===== src/rtl/divider.sv =====
// 32-bit iterative restoring divider (DIV/DIVU): 32 shift-subtract steps,
// sign correction on completion, divide-by-zero returns all-ones / raw dividend.
module divider (
   input  logic        clk,
   input  logic        rst,
   input  logic        ena,
   input  logic        start,
   input  logic        is_signed,
   input  logic [31:0] dividend,
   input  logic [31:0] divisor,
   output logic [31:0] q,
   output logic [31:0] r,
   output logic        busy,
   output logic        done
);

   localparam int unsigned W  = 32;
   localparam int unsigned CW = 5;

   typedef enum logic [1:0] {IDLE, CALC, DONE} state_e;

   state_e          state_q, state_d;
   logic [CW-1:0]   cnt_q, cnt_d;
   logic [W-1:0]    rem_q, rem_d;
   logic [W-1:0]    quo_q, quo_d;
   logic [W-1:0]    dvs_q, dvs_d;
   logic [W-1:0]    raw_q, raw_d;
   logic            neg_quo_q, neg_quo_d;
   logic            neg_rem_q, neg_rem_d;
   logic            dzero_q, dzero_d;
   logic [W-1:0]    q_q, q_d;
   logic [W-1:0]    r_q, r_d;
   logic            busy_q, busy_d;
   logic            done_q, done_d;

   logic [W:0]      rem_sh;
   logic [W:0]      diff;
   logic            step_ge;
   logic [W-1:0]    rem_nx;
   logic [W-1:0]    quo_nx;
   logic [W-1:0]    abs_dvd;
   logic [W-1:0]    abs_dvs;

   // One restoring step: shift in next dividend bit, subtract if it fits
   always_comb begin
      rem_sh  = {rem_q, quo_q[W-1]};
      diff    = rem_sh - {1'b0, dvs_q};
      step_ge = ~diff[W];
      rem_nx  = step_ge ? diff[W-1:0] : rem_sh[W-1:0];
      quo_nx  = {quo_q[W-2:0], step_ge};
      abs_dvd = (is_signed && dividend[W-1]) ? W'(-dividend) : dividend;
      abs_dvs = (is_signed && divisor[W-1])  ? W'(-divisor)  : divisor;
   end

   always_comb begin
      state_d   = state_q;
      cnt_d     = cnt_q;
      rem_d     = rem_q;
      quo_d     = quo_q;
      dvs_d     = dvs_q;
      raw_d     = raw_q;
      neg_quo_d = neg_quo_q;
      neg_rem_d = neg_rem_q;
      dzero_d   = dzero_q;
      q_d       = q_q;
      r_d       = r_q;
      busy_d    = busy_q;
      done_d    = done_q;
      if (ena) begin
         case (state_q)
            IDLE: begin
               if (start) begin
                  cnt_d     = '0;
                  rem_d     = '0;
                  quo_d     = abs_dvd;
                  dvs_d     = abs_dvs;
                  raw_d     = dividend;
                  neg_quo_d = is_signed & (dividend[W-1] ^ divisor[W-1]);
                  neg_rem_d = is_signed & dividend[W-1];
                  dzero_d   = (divisor == '0);
                  busy_d    = 1'b1;
                  state_d   = CALC;
               end
            end
            CALC: begin
               rem_d = rem_nx;
               quo_d = quo_nx;
               cnt_d = CW'(cnt_q + 1'b1);
               if (cnt_q == CW'(W - 1)) begin
                  // Zero divisor bypasses sign correction entirely
                  if (dzero_q) begin
                     q_d = '1;
                     r_d = raw_q;
                  end else begin
                     q_d = neg_quo_q ? W'(-quo_nx) : quo_nx;
                     r_d = neg_rem_q ? W'(-rem_nx) : rem_nx;
                  end
                  busy_d  = 1'b0;
                  done_d  = 1'b1;
                  state_d = DONE;
               end
            end
            DONE: begin
               done_d  = 1'b0;
               state_d = IDLE;
            end
            default: state_d = IDLE;
         endcase
      end
   end

   always_ff @(posedge clk) begin
      if (rst) begin
         state_q   <= IDLE;
         cnt_q     <= '0;
         rem_q     <= '0;
         quo_q     <= '0;
         dvs_q     <= '0;
         raw_q     <= '0;
         neg_quo_q <= 1'b0;
         neg_rem_q <= 1'b0;
         dzero_q   <= 1'b0;
         q_q       <= '0;
         r_q       <= '0;
         busy_q    <= 1'b0;
         done_q    <= 1'b0;
      end else begin
         state_q   <= state_d;
         cnt_q     <= cnt_d;
         rem_q     <= rem_d;
         quo_q     <= quo_d;
         dvs_q     <= dvs_d;
         raw_q     <= raw_d;
         neg_quo_q <= neg_quo_d;
         neg_rem_q <= neg_rem_d;
         dzero_q   <= dzero_d;
         q_q       <= q_d;
         r_q       <= r_d;
         busy_q    <= busy_d;
         done_q    <= done_d;
      end
   end

   assign q    = q_q;
   assign r    = r_q;
   assign busy = busy_q;
   assign done = done_q;

endmodule


===== config.mk =====
export PLATFORM = sky130hd
export DESIGN_NAME = divider
export DESIGN_NICKNAME = d
export VERILOG_FILES = /design/src/rtl/divider.sv
export SDC_FILE = /design/constraint.sdc
export NUM_CORES = 1
export LEC_CHECK = 0
export CORE_MARGIN = 4
export CORE_UTILIZATION = 50
export DETAILED_ROUTE_END_ITERATION = 16
export GPL_TIMING_DRIVEN = 1
export PLACE_DENSITY = 0.75
export REMOVE_ABC_BUFFERS = 1
export SETUP_SLACK_MARGIN = 0.15
export SYNTH_ARGS = -nofsm -noshare
export SYNTH_HDL_FRONTEND = slang
export SYNTH_SLANG_ARGS = --single-unit
export TNS_END_PERCENT = 5

===== constraint.sdc =====
create_clock -name clk -period 9.79 [get_ports clk]
set_input_delay 1.4685 -clock clk [delete_from_list [all_inputs] [get_ports clk]]
set_output_delay 1.4685 -clock clk [all_outputs]
set_load 0.05 [all_outputs]

==> metrics.yaml, run 1 <==
die:
  start_util_pct: 51.4
  die-area_um2: 28800
  die_y_um: 170
  fp.coreArea_um2: 25500
  ios: 135
  fp.dieW_um: 170
  rows: 58
grt:
  antenna_found_initial: 0
  grt_first_pass_wirelength_um: 61200
  grt_max_degree: 121
  grt_usage_pct: 25.2
  grt-ovfl-total: 0
  grt_pass1_vias: 12100
layout:
  final_util_pct: 60.6
  fillers: 2347
  ff_latch_area_um2: 4080
  multi_input_area_um2: 8380
  post_route_cells_drive_above_1_share_pct: 6.48
  final_net_count: 1896
  final_common_cell: "nor2_1"
  stdcell_count: 2136
  finalInstanceArea_um2: 15400
  area_delta_synth_final_pct: 17.9
  layout_common_cells: "nor2_1, dfxtp_1, nand2_1, a21oi_1, clkdlybuf4s50_1"
  num_antenna_cells: 0
timing:
  tightest_slew_ns: 1.07
  post-route-period-util_pct: 54.7
  hold_viol: 0
  maxSlewViolCount: 0
  fmax_ghz: 0.187
  fin_setup_tns_ns: 0
  fin_crit_ns: 5.36
  setup_viol: 0
  worst_clock_skew_ns: 0.0198
  relSlewSlack_pct: 27.9
  rsz0062_at_grt: "false"
clocking:
  post_cts_resized: 0
  cts-root-buf: "clkbuf_16"
  clock-sinks: 204
  cts_hold_buffers: 0
  path_clk_slew_ns: 0.06
  cts_buffer_depth: 3
  clk_latency_ns: 0.53
  htreeDepth: 1
  cts_tree: "built"
  tritoncts.num_buffers: 24
  postCtsSetupRepairBufs: 0
worst_setup_path:
  cp.buffers_inverters: 3
  crit_path_top_delay_cell: "a21oi_4"
  crit_path_end_kind: "register"
  path_class: "register to register"
  crit_arrival_ns: 5.80
  crit_required_ns: 10.23
  r2r_cells: 19
  start_kind: "register"
  max_stage_delay_ns: 0.53
  cp_num_cells: 19
  cp_max_fo: 37
  cp_top_family: "compound AO/OA/AOI/OAI gates"
  path_cells: "inv_1, ha_1, inv_1, fa_1, a211oi_2, nor3_2, o21ai_2, a2111o_1, a21oi_4, nor2_4, inv_2, nor2_1, a21oi_1, ha_1, o2111ai_1, or2_1, o41ai_2, xnor2_1, a211oi_2"
synth:
  syn_area_per_cell_um2: 7.59
  syn_inst: 1724
  yosys_register_bits: 204
  seq_area_frac_synth_pct: 31.2
  synth_edf_count: 0
  synth_top_area_share_pct: 31.2
  async_flop_share_pct: 0
  synth_top_area_cell: "dfxtp_1"
  yosys_warnings: 0
  ys.flop_type: "dfxtp_1"
  ys_types: 94
  syn-cell-area_um2: 13100
  synth_area_leaders: "dfxtp_1, nor2_1, a21oi_1"
route:
  met2_length_um: 18000
  drt-pass1-iter-count: 6
  wl_um: 38100
  drcViolationCount: 0
  post_drt_wl_per_cell_um: 17.8
  route.vias.total: 12900
  drtAntennaViolNets: 0
  first_iter_violations: 1083
  viasPerCell: 6.06
  topRoutingLayerUsed: "met4"
  met3WireLength_um: 2260
  wl_met1_um: 17000
hold_path:
  hp-class: "register to register"
  hold_path_depth: 2
flow_run:
  maxCapViolCount: 0
power:
  p_leak_uw: 0.00558
  p_sw_uw: 821
  power_frac_seq_pct: 34.9
  cell_internal_pwr_uw: 1730
  power.density_nw_per_um2: 165
  p_comb_share_pct: 25.8
  clock_power_share_pct: 39.2
  swShare_pct: 32.2
  vdd_drop_max_v: 0.000155
placed_design:
  place.port_buffers: 134
  placed_area_um2: 14500
  gp_congestion: 0.915
  dpl.hpwl_um: 27200
  place_inst: 2092
outcome:
  status: "finished, final reports clean"
state kept, by name, summed over array words and instances, names as in the netlist, 2 cells and up:
signal,cells
cnt_q,5
dvs_q,32
q,32
quo_q,32
r,32
raw_q,32
rem_q,32
state_q,2
cell families (layout without fill, tap and decap cells):
family	Yosys count	in the layout	share of synthesized area, %
xor gates and xnor gates	121	121	8.10
adders and majority gates	39	39	3.79
buffers and inverters	166	248	4.90
DFF	204	204	31.2
muxes	26	26	2.10
AOI/OAI and AO/OA	530	530	27.6
and+or+nand+nor	638	638	22.3
layer usage:
layer	vias up	global-route usage, %
met4	0	6.44
met2	407	42.3
met3	57	2.96
met5	-	0
met1	6126	34.6
li1	6356	-
final cells by class:
type                       count  area share, %
multi-input combinational   1354           54.3
timing repair buffer         150           9.48
sequential                   204           26.5
clock inverter                14           1.35
inverter                      54           1.31
tap                          330           2.68
clock buffer                  30           4.37
path summary, 6_finish.rpt:
check	startpoint	endpoint	slack, ns
worst max register to register	quo_q[31]	r[26]	4.43
worst max-delay path	quo_q[31]	r[26]	4.43
worst min-delay path	raw_q[12]	raw_q[12]	0.46
worst min register to register	raw_q[12]	raw_q[12]	0.46
synth_stat cells, drive strengths merged (3+ instances only):
master     n
or3       36
nand3b     6
ha        38
nand2b    12
o2111ai    4
nor4b      4
and2      14
o21a       7
or2        9
nand2    176
buf       14
mux2i     17
or4       13
o22ai      9
o31ai     24
a211oi    94
nor2     256
a21oi    166
a21o       9
nor4       9
and3      11
or3b       4
nor3      44
inv       53
a311oi    20
clkbuf    98
o21ai     87
xor2      66
dfxtp    204
a221oi    10
o211ai     8
a31oi     13
mux2       9
o221ai     3
xnor2     55
a2111oi    6
a22oi     21
nand3     22
a21boi     8
o41ai     18
nor2b      6
nand4      9
metrics by stage:
step                hold slack [ns]  setup WS [ns]  total power (uW)
floorplan                     0.425          -2.79              1360
global placement              0.441           4.41              1540
detailed placement            0.447           4.36              1550
CTS                           0.456           4.51              2550
global route                  0.478           4.10              2660
finish                        0.456           4.43              2550
power by group through the flow:
stage / logic [uW] / registers, uW / clock network, uW
floorplan: 462 / 901 / 0
global placement: 637 / 907 / 0
detailed placement: 643 / 908 / 0
CTS: 650 / 890 / 1010
global route: 725 / 894 / 1040
finish: 658 / 890 / 1000
worst register-to-register path, stage by stage, from the launching register on:
cell and delay [ns]:
dfxtp_1 0.37, inv_1 0.11, ha_1 0.24, inv_1 0.07
fa_1 0.25, a211oi_2 0.11, nor3_2 0.22, o21ai_2 0.16
a2111o_1 0.49, a21oi_4 0.53, nor2_4 0.09, inv_2 0.53
nor2_1 0.10, a21oi_1 0.24, ha_1 0.31, o2111ai_1 0.28
or2_1 0.44, o41ai_2 0.41, xnor2_1 0.12, a211oi_2 0.22
No activity file was read; power rests on OpenSTA's default activity.
==> run 2, diff against run 1 <==
Clock period 9.79 ns to 5.5 ns, I/O delays scaled along.
==> run 2 against run 1 <==
Net effect: power increased by 69%; final area fell by 0.66%; routed wire length increased by 0.14%; largest cell class unchanged; highest routed layer unchanged.
==> metrics.yaml, run 2 (synthesis gave the netlist of run 1 again) <==
layout:
  finalInstanceArea_um2: 15300  # was 15400 um2
  area_delta_synth_final_pct: 17.1  # was 17.9%
  num_antenna_cells: 0  # unchanged
  final_util_pct: 60.2  # was 60.6%
  ff_latch_area_um2: 4080  # unchanged
  post_route_cells_drive_above_1_share_pct: 6.25  # was 6.48%
  layout_common_cells: "nor2_1, dfxtp_1, nand2_1, a21oi_1, clkdlybuf4s50_1"  # unchanged
  multi_input_area_um2: 8380  # unchanged
  final_net_count: 1901  # was 1896
  fillers: 2333  # was 2347
  stdcell_count: 2137  # was 2136
  final_common_cell: "nor2_1"  # unchanged
power:
  vdd_drop_max_v: 0.000225  # was 0.000155 V
  swShare_pct: 32.9  # was 32.2%
  p_sw_uw: 1420  # was 821 uW
  power.density_nw_per_um2: 281  # was 165 nW/um2
  power_frac_seq_pct: 36.8  # was 34.9%
  p_leak_uw: 0.00554  # was 0.00558 uW
  clock_power_share_pct: 35.8  # was 39.2%
  p_comb_share_pct: 27.4  # was 25.8%
  cell_internal_pwr_uw: 2890  # was 1730 uW
  power_uw: 4310  # was 2550 uW
worst_setup_path:
  crit_required_ns: 5.87  # was 10.23 ns
  path_cells: "ha_1, o211ai_1, nor3_2, o21ai_2, a2111o_1, a21oi_4, nor2_4, inv_2, nor2_1, a21oi_1, ha_1, o2111ai_1, or2_1, o41ai_2, xnor2_1, a211oi_2"  # was inv_1, ha_1, inv_1, fa_1, a211oi_2, nor3_2, o21ai_2, a2111o_1, a21oi_4, nor2_4, inv_2, nor2_1, a21oi_1, ha_1, o2111ai_1, or2_1, o41ai_2, xnor2_1, a211oi_2
  cp.buffers_inverters: 1  # was 3
  cp_top_family: "compound AO/OA/AOI/OAI gates"  # unchanged
  crit_path_end_kind: "register"  # unchanged
  crit_top_cell: "ha_1"
  max_stage_delay_ns: 0.50  # was 0.53 ns
  path_class: "register to register"  # unchanged
  critPathLaunch: "rem_q[4]"  # was quo_q[31]
  crit_path_top_delay_cell: "a2111o_1"  # was a21oi_4
  crit_arrival_ns: 4.98  # was 5.80 ns
  start_kind: "register"  # unchanged
  r2r_start: "rem_q[4]"  # was quo_q[31]
  cp_max_fo: 9  # was 37
grt:
  grt_first_pass_wirelength_um: 62400  # was 61200 um
  grt_usage_pct: 25.8  # was 25.2%
  grt-ovfl-total: 0  # unchanged
  grt_max_degree: 111  # was 121
  grt_pass1_vias: 12100  # about the same
  antenna_found_initial: 0  # unchanged
route:
  route.vias.total: 13000  # was 12900
  post_drt_wl_per_cell_um: 17.8  # about the same
  drt-pass1-iter-count: 5  # was 6
  wl_um: 38100  # about the same
  viasPerCell: 6.08  # was 6.06
  drcViolationCount: 0  # unchanged
  first_iter_violations: 1181  # was 1083
  drtAntennaViolNets: 0  # unchanged
clocking:
  clk_latency_ns: 0.52  # was 0.53 ns
  cts_tree: "built"  # unchanged
  tritoncts.num_buffers: 23  # was 24
  post_cts_resized: 0  # unchanged
  postCtsSetupRepairBufs: 0  # unchanged
  cts-root-buf: "clkbuf_16"  # unchanged
  cts_buffer_depth: 3  # unchanged
  path_clk_slew_ns: 0.06  # about the same
  cts_hold_buffers: 0  # unchanged
  htreeDepth: 1  # unchanged
  clock-sinks: 204  # unchanged
timing:
  fin_setup_tns_ns: 0  # unchanged
  hold_viol: 0  # unchanged
  fin_crit_ns: 4.62  # was 5.36 ns
  tightest_slew_ns: 1.10  # was 1.07 ns
  maxSlewViolCount: 0  # unchanged
  setup_viol: 0  # unchanged
  relSlewSlack_pct: 24.4  # was 27.9%
  post-route-period-util_pct: 83.9  # was 54.7%
  worst_clock_skew_ns: 0.0112  # was 0.0198 ns
  fmax_ghz: 0.217  # was 0.187 GHz
  rsz0062_at_grt: "false"  # unchanged
placed_design:
  place_inst: 2098  # was 2092
  place.port_buffers: 134  # unchanged
  gp_congestion: 0.905  # was 0.915
  placed_area_um2: 14600  # was 14500 um2
  dpl.hpwl_um: 27500  # was 27200 um
hold_path:
  min_from: "raw_q[16]"  # was raw_q[12]
  hp-class: "register to register"  # unchanged
die:
  start_util_pct: 51.4  # unchanged
  die-area_um2: 28800  # unchanged
  die_y_um: 170  # unchanged
  rows: 58  # unchanged
  ios: 135  # unchanged
  fp.coreArea_um2: 25500  # unchanged
  fp.dieW_um: 170  # unchanged
flow_run:
  maxCapViolCount: 0  # unchanged
outcome:
  status: "finished, final reports clean"  # unchanged
[run 2: cell count changes in the layout (fill, tap and decap cells not counted)]
cell / delta
clkbuf_16: -2
clkinvlp_4: -2
buf_4: +6
clkbuf_8: +1
bufinv_16: -3
clkinv_2: -3
clkbuf_1: +5
inv_6: -1
[run 2: worst paths after layout]
| path | to | slack (ns) | cells after the start |
|---|---|---|---|
| max | r[26] | 0.88 | 16 |
| min | raw_q[16] | 0.45 | 2 |
| max reg2reg | r[26] | 0.88 | 16 |
| min reg2reg | raw_q[16] | 0.45 | 2 |
[run 2: worst reg2reg max path: cells and delay by family, from the launching register on]
| family | cells | cell delay, ns |
|---|---|---|
| compound gates | 8 | 2.06 |
| fa+ha+maj | 2 | 0.78 |
| simple gates | 4 | 0.93 |
| xor+xnor | 1 | 0.17 |
| buf+inv | 1 | 0.17 |
| flops | 1 | 0.37 |
[run 2: area by class of cell]
| class | count | share of cell area, % |
|---|---|---|
| Sequential cell | 204 | 26.6 |
| Inverter | 54 | 1.32 |
| Timing Repair Buffer | 156 | 9.84 |
| Clock buffer | 34 | 4.29 |
| Tap cell | 330 | 2.69 |
| Clock inverter | 5 | 0.514 |
| Multi-Input combinational cell | 1354 | 54.7 |
[run 2: per-stage QoR]
stage / setup WS [ns] / hold WS, ns
floorplan: -6.43 / 0.425
CTS: 0.928 / 0.453
detailed placement: 0.752 / 0.445
finish: 0.884 / 0.451
global placement: 0.775 / 0.440
global route: 0.551 / 0.473
[run 2: metal layers]
metal | up-vias | GRT usage [%] | routed length [um]
met3 | 63 | 3.28 | 2230
met1 | 6195 | 35.6 | 17100
met2 | 377 | 42.4 | 17800
met4 | 0 | 7.21 | 991
li1 | 6367 | - | -
met5 | - | 0 | 0
[run 2: power groups by stage]
stage                     Combinational (uW)  Clock, uW  Sequential (uW)
after global routing                    1300       1630             1590
after CTS                               1160       1570             1580
after detailed placement                1150          0             1620
final                                   1180       1540             1580
after global placement                  1140          0             1610
after floorplan                          822          0             1600
==> run 3, diff against run 2 <==
Settings changed: PLACE_DENSITY 0.75 to 0.77.
Clock period 5.5 ns to 3.7 ns, I/O delays scaled along.
==> run 3 against run 2 <==
Net effect: the flow now finishes with violations (setup timing); critical path depth up 3; combinational power grew 120%; power grew 69%; count of clock-buffer cells in the layout fell by 1; worst hold slack better by 0.0016 ns; die area unchanged.
==> metrics.yaml, run 3 (synthesis gave the netlist of run 1 again) <==
route:
  route.vias.total: 14300  # was 13000
  wl_um: 42800  # was 38100 um
  post_drt_wl_per_cell_um: 17.9  # was 17.8 um
  drcViolationCount: 0  # unchanged
  viasPerCell: 5.96  # was 6.08
  drt-pass1-iter-count: 5  # unchanged
  first_iter_violations: 1441  # was 1181
  drtAntennaViolNets: 0  # unchanged
die:
  rows: 58  # unchanged
  die_y_um: 170  # unchanged
  start_util_pct: 51.4  # unchanged
  die-area_um2: 28800  # unchanged
  fp.dieW_um: 170  # unchanged
  fp.coreArea_um2: 25500  # unchanged
  ios: 135  # unchanged
grt:
  grt-ovfl-total: 0  # unchanged
  grt_usage_pct: 28.2  # was 25.8%
  antenna_found_initial: 0  # unchanged
  grt_max_degree: 100  # was 111
  grt_first_pass_wirelength_um: 68300  # was 62400 um
  grt_pass1_vias: 13600  # was 12100
clocking:
  cts_buffer_depth: 3  # unchanged
  path_clk_slew_ns: 0.06  # about the same
  htreeDepth: 1  # unchanged
  clk_latency_ns: 0.53  # was 0.52 ns
  tritoncts.num_buffers: 24  # was 23
  clock-sinks: 204  # unchanged
  cts-root-buf: "clkbuf_16"  # unchanged
  cts_tree: "built"  # unchanged
outcome:
  status: "finished with violations"  # was finished, final reports clean
  violations: "setup timing"
layout:
  final_common_cell: "buf_4"  # was nor2_1
  post_route_cells_drive_above_1_share_pct: 21.9  # was 6.25%
  layout_common_cells: "buf_4, nor2_1, dfxtp_1, nand2_1, a21oi_1"  # was nor2_1, dfxtp_1, nand2_1, a21oi_1, clkdlybuf4s50_1
  area_delta_synth_final_pct: 37.1  # was 17.1%
  num_antenna_cells: 0  # unchanged
  stdcell_count: 2392  # was 2137
  final_net_count: 2153  # was 1901
  fillers: 1967  # was 2333
  finalInstanceArea_um2: 17900  # was 15300 um2
hold_path:
  hp-class: "register to register"  # unchanged
timing:
  fin_setup_tns_ns: -2.39  # was 0 ns
  maxSlewViolCount: 0  # unchanged
  post-route-period-util_pct: 106  # was 83.9%
  hold_viol: 0  # unchanged
  fin_crit_ns: 3.92  # was 4.62 ns
  relSlewSlack_pct: 10.3  # was 24.4%
  tightest_slew_ns: 1.34  # was 1.10 ns
  setup_viol: 17  # was 0
  setup_slack_ns: -0.216  # was 0.884 ns
  rsz0062_at_grt: "true"  # was false
  fmax_ghz: 0.255  # was 0.217 GHz
  worst_clock_skew_ns: 0.0204  # was 0.0112 ns
flow_run:
  maxCapViolCount: 0  # unchanged
worst_setup_path:
  crit_path_end_kind: "register"  # unchanged
  crit_required_ns: 4.08  # was 5.87 ns
  cp_max_fo: 7  # was 9
  crit_arrival_ns: 4.29  # was 4.98 ns
  start_kind: "register"  # unchanged
  path_class: "register to register"  # unchanged
placed_design:
  dpl.hpwl_um: 31100  # was 27500 um
  gp_congestion: 0.958  # was 0.905
  placed_area_um2: 16400  # was 14600 um2
  place_inst: 2327  # was 2098
  place.port_buffers: 134  # unchanged
power:
  power.density_nw_per_um2: 405  # was 281 nW/um2
  p_leak_uw: 0.00693  # was 0.00554 uW
  vdd_drop_max_v: 0.000353  # was 0.000225 V
run 3: cell types whose count changed in the layout (fill, tap and decap cells not counted), sizes merged:
| cell | delta |
|---|---|
| buf | +251 |
| clkinv | +4 |
| clkinvlp | +2 |
| bufinv | -1 |
| clkbuf | -1 |
run 3: metal layers:
layer / share of wire (%) / GRT usage [%] / wire length [um] / vias to the layer above
met5: 0 / 0 / 0 / -
met4: 3.1 / 9.07 / 1340 / 0
met3: 5.9 / 3.07 / 2530 / 93
met2: 48 / 47.7 / 20500 / 493
met1: 43 / 37.8 / 18400 / 6805
li1: - / - / - / 6874
run 3: per-stage QoR:
stage	power (uW)	setup slack (ns)	hold WS (ns)	utilization, %
after floorplan	3610	-7.96	0.425	-
after global placement	4490	-0.566	0.440	64.2
after detailed placement	4540	-0.569	0.446	64.2
after CTS	7080	-0.271	0.454	69.1
after global routing	7570	-0.347	0.478	70.4
final	7270	-0.216	0.453	70.4
run 3: final cells by class:
type	count	area (um2)	area share [%]
Clock buffer	33	676	3.77
Clock inverter	10	83.8	0.467
Inverter	54	205	1.14
Multi-Input combinational cell	1354	9000	50.1
Sequential cell	204	4090	22.8
Tap cell	330	413	2.30
Timing Repair Buffer	407	3480	19.4
run 3: power by group:
part | switching (uW) | internal, uW
clock network | 966 | 1350
registers | 77.8 | 2280
logic | 1400 | 1200
total | 2440 | 4830
run 3: final timing paths:
kind	start	end	slack, ns	depth (start not counted)
hold reg to reg	dvs_q[31]	dvs_q[31]	0.45	2
hold / removal	dvs_q[31]	dvs_q[31]	0.45	2
setup / recovery	quo_q[31]	r[22]	-0.22	19
setup reg to reg	quo_q[31]	r[22]	-0.22	19
run 3: timing repair:
action / 4_1_cts / 5_1_grt
pin swaps: 48 / 45
resized for setup: 78 / 49
setup buffers: 11 / 11
hold buffers: 0 / 0
endpoints found under the setup margin: 47 / 63
run 3: critical path, cell delays in order, from the launching register on:
cell and delay [ns]:
dfxtp_2 0.32, inv_2 0.08, ha_4 0.13, inv_2 0.03, fa_2 0.35, a211oi_4 0.27, nor3_2 0.08, o21ai_2 0.24
a2111o_1 0.25, a21oi_4 0.09, nor2_4 0.24, inv_4 0.08, buf_12 0.14, buf_8 0.13, mux2i_2 0.15, or3b_4 0.48
or2_1 0.28, buf_4 0.14, a21oi_1 0.16, o32ai_1 0.09
